## config.mk

```make
export PLATFORM = sky130hd
export DESIGN_NAME = fifo_sync_param_flat
export DESIGN_NICKNAME = d
export VERILOG_FILES = /design/src/rtl/fifo_sync_param_pkg.sv /design/src/rtl/fifo_sync_param_if.sv /design/src/rtl/fifo_mem_dp.sv /design/src/rtl/fifo_sync_param.sv /design/src/flat_wrapper.sv
export SDC_FILE = /design/constraint.sdc
export NUM_CORES = 1
export LEC_CHECK = 0
export CAP_MARGIN = 15
export CORE_UTILIZATION = 57
export DETAILED_ROUTE_END_ITERATION = 12
export PLACE_DENSITY_LB_ADDON = 0.12
export SYNTH_ARGS = -nofsm -noshare
export SYNTH_HDL_FRONTEND = slang
export SYNTH_SLANG_ARGS = --single-unit
export TNS_END_PERCENT = 20
```

## constraint.sdc

```tcl
create_clock -name clk -period 3.68 [get_ports clk]
set_clock_uncertainty 0.2 [all_clocks]
set_input_delay 0.368 -clock clk [delete_from_list [all_inputs] [get_ports clk]]
set_output_delay 0.368 -clock clk [all_outputs]
set_load 0.01 [all_outputs]
```

## src/rtl/fifo_sync_param_pkg.sv

```systemverilog
// fifo_sync_param_pkg: shared defaults and depth helper for the synchronous FIFO
package fifo_sync_param_pkg;
  localparam int DEF_DATA_WIDTH = 10;
  localparam int DEF_ADDR_WIDTH = 3;
  function automatic int depth_of(input int addr_width);
    return 1 << addr_width;
  endfunction
endpackage

```

## src/rtl/fifo_sync_param_if.sv

```systemverilog
// fifo_sync_param_if: producer/consumer handshake and status bundle of the FIFO
interface fifo_sync_param_if
  import fifo_sync_param_pkg::*;
#(
  parameter int DATA_WIDTH = DEF_DATA_WIDTH,
  parameter int ADDR_WIDTH = DEF_ADDR_WIDTH
);
  logic                  write_enable;
  logic [DATA_WIDTH-1:0] data_in;
  logic                  read_enable;
  logic                  error_clear;
  logic [DATA_WIDTH-1:0] data_out;
  logic                  data_valid;
  logic [ADDR_WIDTH:0]   count;
  logic                  full;
  logic                  empty;
  logic                  almost_full;
  logic                  almost_empty;
  logic                  overflow;
  logic                  underflow;
  logic                  error;
  modport master (
    output write_enable, data_in, read_enable, error_clear,
    input  data_out, data_valid, count, full, empty, almost_full, almost_empty,
           overflow, underflow, error
  );
  modport slave (
    input  write_enable, data_in, read_enable, error_clear,
    output data_out, data_valid, count, full, empty, almost_full, almost_empty,
           overflow, underflow, error
  );
endinterface

```

## src/rtl/fifo_mem_dp.sv

```systemverilog
// fifo_mem_dp: dual-port RAM, synchronous write, registered read gated by re
module fifo_mem_dp
  import fifo_sync_param_pkg::*;
#(
  parameter int DATA_WIDTH = DEF_DATA_WIDTH,
  parameter int ADDR_WIDTH = DEF_ADDR_WIDTH
) (
  input  logic                  clk,
  input  logic                  reset,
  input  logic                  we,
  input  logic [ADDR_WIDTH-1:0] wa,
  input  logic [DATA_WIDTH-1:0] wd,
  input  logic                  re,
  input  logic [ADDR_WIDTH-1:0] ra,
  output logic [DATA_WIDTH-1:0] rd
);
  logic [DATA_WIDTH-1:0] mem [depth_of(ADDR_WIDTH)];
  always_ff @(posedge clk)
    if (we) mem[wa] <= wd;
  // only the output register is reset; storage contents survive reset
  always_ff @(posedge clk or negedge reset)
    if (!reset) rd <= '0;
    else if (re) rd <= mem[ra];
endmodule

```

## src/rtl/fifo_sync_param.sv

```systemverilog
// fifo_sync_param: single-clock FIFO with count, almost flags, overflow/underflow and sticky error
module fifo_sync_param
  import fifo_sync_param_pkg::*;
#(
  parameter int DATA_WIDTH = DEF_DATA_WIDTH,
  parameter int ADDR_WIDTH = DEF_ADDR_WIDTH,
  parameter int AF_LEVEL   = depth_of(ADDR_WIDTH) - 1,
  parameter int AE_LEVEL   = 1
) (
  input logic clk,
  input logic reset,
  fifo_sync_param_if.slave bus
);
  localparam logic [ADDR_WIDTH:0] DEPTH_C = (ADDR_WIDTH+1)'(depth_of(ADDR_WIDTH));
  localparam logic [ADDR_WIDTH:0] AF_C    = (ADDR_WIDTH+1)'(AF_LEVEL);
  localparam logic [ADDR_WIDTH:0] AE_C    = (ADDR_WIDTH+1)'(AE_LEVEL);
  logic [ADDR_WIDTH-1:0] wr_ptr, rd_ptr;
  logic [ADDR_WIDTH:0]   cnt;
  logic [DATA_WIDTH-1:0] rd_data;
  logic full, empty, wr_ok, rd_ok, ovf, udf, valid_q, ovf_q, udf_q, err_q;
  always_comb begin
    full  = cnt == DEPTH_C;
    empty = cnt == '0;
    wr_ok = bus.write_enable && (!full || bus.read_enable);
    rd_ok = bus.read_enable && !empty;
    ovf   = bus.write_enable && full && !bus.read_enable;
    udf   = bus.read_enable && empty;
  end
  fifo_mem_dp #(.DATA_WIDTH(DATA_WIDTH), .ADDR_WIDTH(ADDR_WIDTH)) u_mem (
    .clk(clk), .reset(reset),
    .we(wr_ok), .wa(wr_ptr), .wd(bus.data_in),
    .re(rd_ok), .ra(rd_ptr), .rd(rd_data)
  );
  always_ff @(posedge clk or negedge reset)
    if (!reset) begin
      wr_ptr  <= '0;
      rd_ptr  <= '0;
      cnt     <= '0;
      valid_q <= 1'b0;
      ovf_q   <= 1'b0;
      udf_q   <= 1'b0;
      err_q   <= 1'b0;
    end else begin
      if (wr_ok) wr_ptr <= wr_ptr + 1'b1;
      if (rd_ok) rd_ptr <= rd_ptr + 1'b1;
      cnt     <= (wr_ok && !rd_ok) ? cnt + 1'b1 : (rd_ok && !wr_ok) ? cnt - 1'b1 : cnt;
      valid_q <= rd_ok;
      ovf_q   <= ovf;
      udf_q   <= udf;
      // a new violation outranks a simultaneous clear
      err_q   <= (ovf || udf) ? 1'b1 : bus.error_clear ? 1'b0 : err_q;
    end
  assign bus.data_out     = rd_data;
  assign bus.data_valid   = valid_q;
  assign bus.count        = cnt;
  assign bus.full         = full;
  assign bus.empty        = empty;
  assign bus.almost_full  = cnt >= AF_C;
  assign bus.almost_empty = cnt <= AE_C;
  assign bus.overflow     = ovf_q;
  assign bus.underflow    = udf_q;
  assign bus.error        = err_q;
endmodule

```

## src/flat_wrapper.sv

```systemverilog
// flat-port wrapper written by rule: the top's interface ports become plain ports
module fifo_sync_param_flat import fifo_sync_param_pkg::*;
#(
  parameter int DATA_WIDTH = DEF_DATA_WIDTH,
  parameter int ADDR_WIDTH = DEF_ADDR_WIDTH,
  parameter int AF_LEVEL   = depth_of(ADDR_WIDTH) - 1,
  parameter int AE_LEVEL   = 1
)
  (clk, reset, bus_write_enable, bus_data_in, bus_read_enable, bus_error_clear, bus_data_out, bus_data_valid, bus_count, bus_full, bus_empty, bus_almost_full, bus_almost_empty, bus_overflow, bus_underflow, bus_error);
  fifo_sync_param_if #(.DATA_WIDTH(DATA_WIDTH), .ADDR_WIDTH(ADDR_WIDTH)) bus_i ();
  input logic clk;
  input logic reset;
  input wire logic [$bits(bus_i.write_enable)-1:0] bus_write_enable;
  input wire logic [$bits(bus_i.data_in)-1:0] bus_data_in;
  input wire logic [$bits(bus_i.read_enable)-1:0] bus_read_enable;
  input wire logic [$bits(bus_i.error_clear)-1:0] bus_error_clear;
  output wire logic [$bits(bus_i.data_out)-1:0] bus_data_out;
  output wire logic [$bits(bus_i.data_valid)-1:0] bus_data_valid;
  output wire logic [$bits(bus_i.count)-1:0] bus_count;
  output wire logic [$bits(bus_i.full)-1:0] bus_full;
  output wire logic [$bits(bus_i.empty)-1:0] bus_empty;
  output wire logic [$bits(bus_i.almost_full)-1:0] bus_almost_full;
  output wire logic [$bits(bus_i.almost_empty)-1:0] bus_almost_empty;
  output wire logic [$bits(bus_i.overflow)-1:0] bus_overflow;
  output wire logic [$bits(bus_i.underflow)-1:0] bus_underflow;
  output wire logic [$bits(bus_i.error)-1:0] bus_error;
  assign bus_i.write_enable = bus_write_enable;
  assign bus_i.data_in = bus_data_in;
  assign bus_i.read_enable = bus_read_enable;
  assign bus_i.error_clear = bus_error_clear;
  assign bus_data_out = bus_i.data_out;
  assign bus_data_valid = bus_i.data_valid;
  assign bus_count = bus_i.count;
  assign bus_full = bus_i.full;
  assign bus_empty = bus_i.empty;
  assign bus_almost_full = bus_i.almost_full;
  assign bus_almost_empty = bus_i.almost_empty;
  assign bus_overflow = bus_i.overflow;
  assign bus_underflow = bus_i.underflow;
  assign bus_error = bus_i.error;
  fifo_sync_param #(.DATA_WIDTH(DATA_WIDTH), .ADDR_WIDTH(ADDR_WIDTH), .AF_LEVEL(AF_LEVEL), .AE_LEVEL(AE_LEVEL)) u_core (.clk(clk), .reset(reset), .bus(bus_i));
endmodule
```

==> results of run 1 <==
-- synthesized netlist by cell type (3+ instances only) --
cell type | n | area, um^2
dfrtp_1 | 24 | 601
nor3_1 | 6 | 30.0
buf_4 | 4 | 30.0
nand2b_1 | 3 | 18.8
ha_1 | 6 | 75.1
nor2b_1 | 3 | 18.8
mux2_2 | 22 | 248
clkbuf_1 | 3 | 11.3
inv_1 | 7 | 26.3
edfxtp_1 | 80 | 2400
nor2_1 | 8 | 30.0
xnor2_1 | 6 | 52.6
nand2_1 | 7 | 26.3
o31ai_1 | 10 | 75.1
o21ai_0 | 11 | 55.1
a22o_1 | 10 | 87.6
mux2i_1 | 21 | 210
o22ai_1 | 11 | 68.8
-- layout make-up --
cell class                 instances  area (um^2)
multi-input combinational        138         1110
timing repair buffer              52          480
sequential                       104         3000
clock inverter                     6         76.3
clock buffer                      10          128
tap                               96          120
fill                             478         2000
inverter                           7         26.3
-- flip-flops by register name, indices dropped and copies added, names as in the netlist --
name,cells
u_core.bus.data_valid,1
u_core.u_mem.rd,10
u_core.rd_ptr,3
u_core.u_mem.mem,80
u_core.bus.overflow,1
u_core.wr_ptr,3
u_core.bus.underflow,1
u_core.bus.count,4
u_core.bus.error,1
-- final timing paths --
path,startpoint,to,slack [ns]
max,u_core.bus.count[0],bus_empty,0.88
min,reset,u_core.bus.count[2],0.17
max reg2reg,u_core.bus.count[0],u_core.bus.count[3],1.14
min reg2reg,u_core.u_mem.rd[1],u_core.u_mem.rd[1],0.31
max in group asynchronous,reset,u_core.rd_ptr[0],2.83
min in group clk,u_core.u_mem.rd[1],u_core.u_mem.rd[1],0.31
-- metrics by stage --
stage,area [um^2],instances,utilization
2_1_floorplan,4210,260,-
3_3_place_gp,4740,397,0.683
3_5_place_dp,4740,397,0.683
4_1_cts,4950,413,0.712
5_1_grt,4950,413,0.712
6_report,4950,413,0.712
-- metal layers --
| metal | vias to the layer above | wire, um |
|---|---|---|
| met2 | 69 | 4020 |
| met5 | - | 0 |
| met1 | 1189 | 3460 |
| met3 | 12 | 517 |
| met4 | 0 | 125 |
| li1 | 1101 | - |
-- report_power, final --
group / leakage (uW) / switching (uW) / internal (uW)
Combinational: 0.000683 / 599 / 652
Sequential: 0.00102 / 238 / 1520
Clock: 0.000103 / 399 / 327
Total: 0.00180 / 1240 / 2500
-- logic make-up (layout without fill, tap and decap cells) --
logic type,after synthesis,after routing
AOI/OAI and AO/OA,45,45
xor gates and xnor gates,8,8
adders and majority gates,6,6
buffers and inverters,18,75
DFF,104,104
muxes,43,43
and+or+nand+nor,36,36
==> impl_metrics.json, run 1 <==
{
  "outcome": "completed",
  "antenna_cells": 0,
  "timing.hold.ws_ns": 0.171,
  "cts_setup_buffers": 0,
  "port_buffers": 36,
  "yosysSeqAreaShare": 0.714,
  "globalplace.congestion": 0.741,
  "ys_async_sr_fraction": 0.231,
  "rr_worst_depth": 9,
  "grt_pass1_vias": 2410,
  "cp-start-kind": "flop",
  "path_clk_slew_ns": 0.10,
  "path_max_fanout": 12,
  "worst-endpoint-required_ns": 3.11,
  "synth_edf_count": 80,
  "post-route-period-util": 0.762,
  "ys_ff_latch": 104,
  "grt_pass1_wl_um": 12700,
  "route.detailed.drc": 0,
  "cp_top_family": "buffers and inverters",
  "antenna_found_initial": 0,
  "synth_fp_nets": 281,
  "area_growth_pct": 17.6,
  "worstPathCellList": "inv_1, ha_1, nor3b_1, buf_4, clkdlybuf4s50_1",
  "use_met3": 0.0584,
  "cts.hold.buffers_added": 0,
  "cts_tree": "yes",
  "cp.arrival_ns": 2.24,
  "timing.fmax_ghz": 0.357,
  "synth-compound-area-share": 0.0735,
  "place_ws_ns": 0.935,
  "cts-htree-levels": 3,
  "cpMaxStageDelayCell": "clkdlybuf4s50_1",
  "grt_most_used_layer": "met2",
  "grtUsageMet2": 0.385,
  "dp_hpwl_um": 5060,
  "ys.flop_type": "edfxtp_1",
  "p_per_area_nw_per_um2": 756,
  "wl_um": 8120,
  "final_common_cell": "edfxtp_1",
  "cp.depth": 5,
  "firstDrtPassIters": 6,
  "start_util": 0.606,
  "ys_types": 33,
  "synth_top_family_by_area": "multiplexers",
  "cts-buffers-inserted": 9,
  "core_um2": 6940,
  "syn_inst": 260,
  "total_power_uw": 3740,
  "min_path_type": "in2async",
  "num_rows": 30,
  "period_minus_slack_ns": 2.80,
  "drtIter0Drc": 193,
  "postSynthAreaPerCell_um2": 16.2,
  "timing.final.ws_setup_ns": 0.876,
  "gr-usage-all-layers": 0.236,
  "nNetsFinal": 333,
  "slew_viol_final": 0,
  "ctsResizeCount": 0,
  "critPathMaxStageDelay_ns": 0.56,
  "setup-violations-final": 0,
  "synth_fa_ha_area_frac": 0.0178,
  "tightest_slew_ns": 1.12,
  "cts_buffer_depth": 2,
  "yosys_warnings": 0,
  "cts_sinks": 104,
  "synth_area_um2": 4210,
  "die_h_um": 87.9,
  "dr_total_vias": 2371,
  "cellLeakagePower_uw": 0.00180,
  "ant_nets": 0,
  "wl_per_cell_um": 19.7,
  "overflow": 0,
  "pin_count": 37,
  "clock-root-buffer": "clkbuf_8",
  "synth-simple-area-share": 0.0458,
  "peakVddDrop_mv": 0.379,
  "synthMuxAreaShare": 0.109,
  "avgViaCountPerCell": 5.74,
  "die_x_um": 87.9,
  "cap_violations": 0,
  "path_class": "reg2out",
  "critical_path_buf_inv_count": 3,
  "critPathCaptureType": "output pin",
  "slew_headroom": 0.251,
  "grt_max_degree": 36,
  "clkLatencyLatePin_ns": 0.36,
  "drive_above_1_share": 0.186,
  "hold_viol_final": 0,
  "grtUsageMet1": 0.314,
  "layout_common_cells": "edfxtp_1 (80), clkdlybuf4s50_1 (36), dfrtp_1 (23)",
  "rsz0062_at_grt": "false",
  "synth_xor_xnor_area_share": 0.0167,
  "setup-tns-final_ns": 0,
  "dieArea_um2": 7730
}
Note: power is estimated with default switching activity, not from simulation.
==> inputs of run 2 (changes only) <==
==> constraint.sdc (replaced) <==
create_clock -name clk -period 2.6 [get_ports clk]
set_clock_uncertainty 0.2 [all_clocks]
set_input_delay 0.26 -clock clk [delete_from_list [all_inputs] [get_ports clk]]
set_output_delay 0.26 -clock clk [all_outputs]
set_load 0.01 [all_outputs]
==> run 2 against run 1 <==
First-iteration DRC count shrank 23%. Sequential cell count is the same. Power grew 43%. Hold slack lost 0.12 ns. Critical path type unchanged.
==> impl_metrics.json, run 2 (synthesis gave the netlist of run 1 again) <==
{
  "period_minus_slack_ns": 2.45,
  "port_buffers": 36,
  "slew_headroom": 0.637,
  "layout_common_cells": "edfxtp_1 (80), clkdlybuf4s50_1 (36), dfrtp_1 (23)",
  "min_path_type": "in2async",
  "drtIter0Drc": 148,
  "cp.arrival_ns": 1.99,
  "critPathCaptureType": "output pin",
  "num_rows": 30,
  "avgViaCountPerCell": 5.78,
  "cellLeakagePower_uw": 0.00183,
  "nNetsFinal": 339,
  "hold_viol_final": 0,
  "die_h_um": 87.9,
  "peakVddDrop_mv": 0.527,
  "dp_cells": 403,
  "route.detailed.drc": 0,
  "setup-tns-final_ns": 0,
  "cts_tree": "yes",
  "cap_violations": 0,
  "path_clk_slew_ns": 0.10,
  "crit_end": "bus_empty",
  "dr_total_vias": 2420,
  "tightest_slew_ns": 0.545,
  "cts-buffers-inserted": 9,
  "use_met3": 0.0481,
  "grtUsageMet2": 0.386,
  "rsz0062_at_grt": "false",
  "cts.hold.buffers_added": 0,
  "ctsResizeCount": 0,
  "path_class": "reg2out",
  "start_util": 0.606,
  "clkLatencyLatePin_ns": 0.36,
  "largest_reg_flops": 80,
  "dieArea_um2": 7730,
  "gr-usage-all-layers": 0.233,
  "rr_worst_depth": 9,
  "grt_most_used_layer": "met2",
  "fillers": 479,
  "rr_endpoint": "u_core.bus.count[3]",
  "slew_viol_final": 0,
  "timing.fmax_ghz": 0.408,
  "globalplace.congestion": 0.786,
  "worst-endpoint-required_ns": 2.14,
  "grt_pass1_vias": 2428,
  "drive_above_1_share": 0.207,
  "p_per_area_nw_per_um2": 1070,
  "fin_cells": 419,
  "area_growth_pct": 18.9,
  "startpoint": "u_core.bus.count[1]",
  "top_register": "u_core.u_mem.mem",
  "die_x_um": 87.9,
  "cts-htree-levels": 3,
  "r2r_slack_ns": 0.18,
  "grtUsageMet1": 0.291,
  "wl_um": 8120,
  "clock-root-buffer": "clkbuf_8",
  "antenna_found_initial": 0,
  "outcome": "completed",
  "firstDrtPassIters": 4,
  "core_um2": 6940,
  "setup-violations-final": 0,
  "cp-start-kind": "flop",
  "post-route-period-util": 0.944,
  "pin_count": 37,
  "timing.rr.start": "u_core.bus.count[1]",
  "dp_hpwl_um": 5280,
  "final_common_cell": "edfxtp_1",
  "cts_buffer_depth": 2,
  "cts_setup_buffers": 0,
  "path_max_fanout": 6,
  "ant_nets": 0,
  "antenna_cells": 0,
  "wl_per_cell_um": 19.4,
  "grt_max_degree": 25,
  "cts_sinks": 104,
  "postLayoutCoreUtil": 0.721,
  "grt_pass1_wl_um": 12500,
  "overflow": 0
}
-- run 2: cell count changes in the layout (fill, tap and decap cells not counted), sizes merged --
cell | before | now
buf | 16 | 22
clkinvlp | 0 | 2
clkbuf | 10 | 9
clkinv | 2 | 1
-- run 2: where the power goes --
part	switching [uW]	internal [uW]	leakage, uW	total (uW)
combinational	958	956	0.000714	1910
sequential	226	2160	0.00102	2380
clock	583	467	0.000101	1050
-- run 2: layout make-up --
cell class	instances	area (um^2)	share of cell area
clock inverter	7	87.6	0.0175
inverter	7	26.3	0.00525
timing repair buffer	58	526	0.105
multi-input combinational	138	1120	0.223
tap	96	120	0.0240
sequential	104	3000	0.600
clock buffer	9	124	0.0248
-- run 2: layer usage --
layer | vias to the layer above | routed length (um)
li1 | 1109 | -
met1 | 1218 | 3430
met2 | 75 | 4040
met3 | 18 | 451
met4 | 0 | 201
met5 | - | 0
-- run 2: worst max-delay path, cell delays in order (launching register included) --
cell,delay (ns)
dfrtp_1,0.45
inv_1,0.11
ha_1,0.25
nor3b_2,0.25
clkdlybuf4s50_1,0.57
-- run 2: metrics by stage --
stage / hold slack (ns) / setup slack (ns) / power [uW] / area [um^2]
2_1_floorplan: -0.236 / 0.111 / 3600 / 4210
3_3_place_gp: 0.292 / 0.286 / 4270 / 4790
3_5_place_dp: 0.300 / 0.227 / 4340 / 4790
4_1_cts: 0.0608 / 0.0104 / 5370 / 5000
5_1_grt: 0.0747 / 0.0457 / 5620 / 5000
6_report: 0.0545 / 0.147 / 5350 / 5000
-- run 2: worst min path at each step --
stage                                  start             endpoint  slack, ns  depth (start not counted)
after floorplan                        reset  u_core.bus.count[0]      -0.24                          0
after detailed placement  u_core.u_mem.rd[5]   u_core.u_mem.rd[5]       0.30                          2
after global placement    u_core.u_mem.rd[5]   u_core.u_mem.rd[5]       0.29                          2
final                                  reset  u_core.bus.count[3]       0.05                          2
after CTS                              reset  u_core.bus.count[3]       0.06                          2
after global routing                   reset  u_core.bus.count[2]       0.07                          2
==> inputs of run 3 (changes only) <==
--- a/config.mk
+++ b/config.mk
@@ -7,8 +7,10 @@
 export LEC_CHECK = 0
 export CAP_MARGIN = 15
 export CORE_UTILIZATION = 57
+export CTS_CLUSTER_DIAMETER = 80
 export DETAILED_ROUTE_END_ITERATION = 12
 export PLACE_DENSITY_LB_ADDON = 0.12
+export SLEW_MARGIN = 5
 export SYNTH_ARGS = -nofsm -noshare
 export SYNTH_HDL_FRONTEND = slang
 export SYNTH_SLANG_ARGS = --single-unit
==> results of run 3 <==
Same layout as run 2: the final DEF is identical, and so are final timing and power.
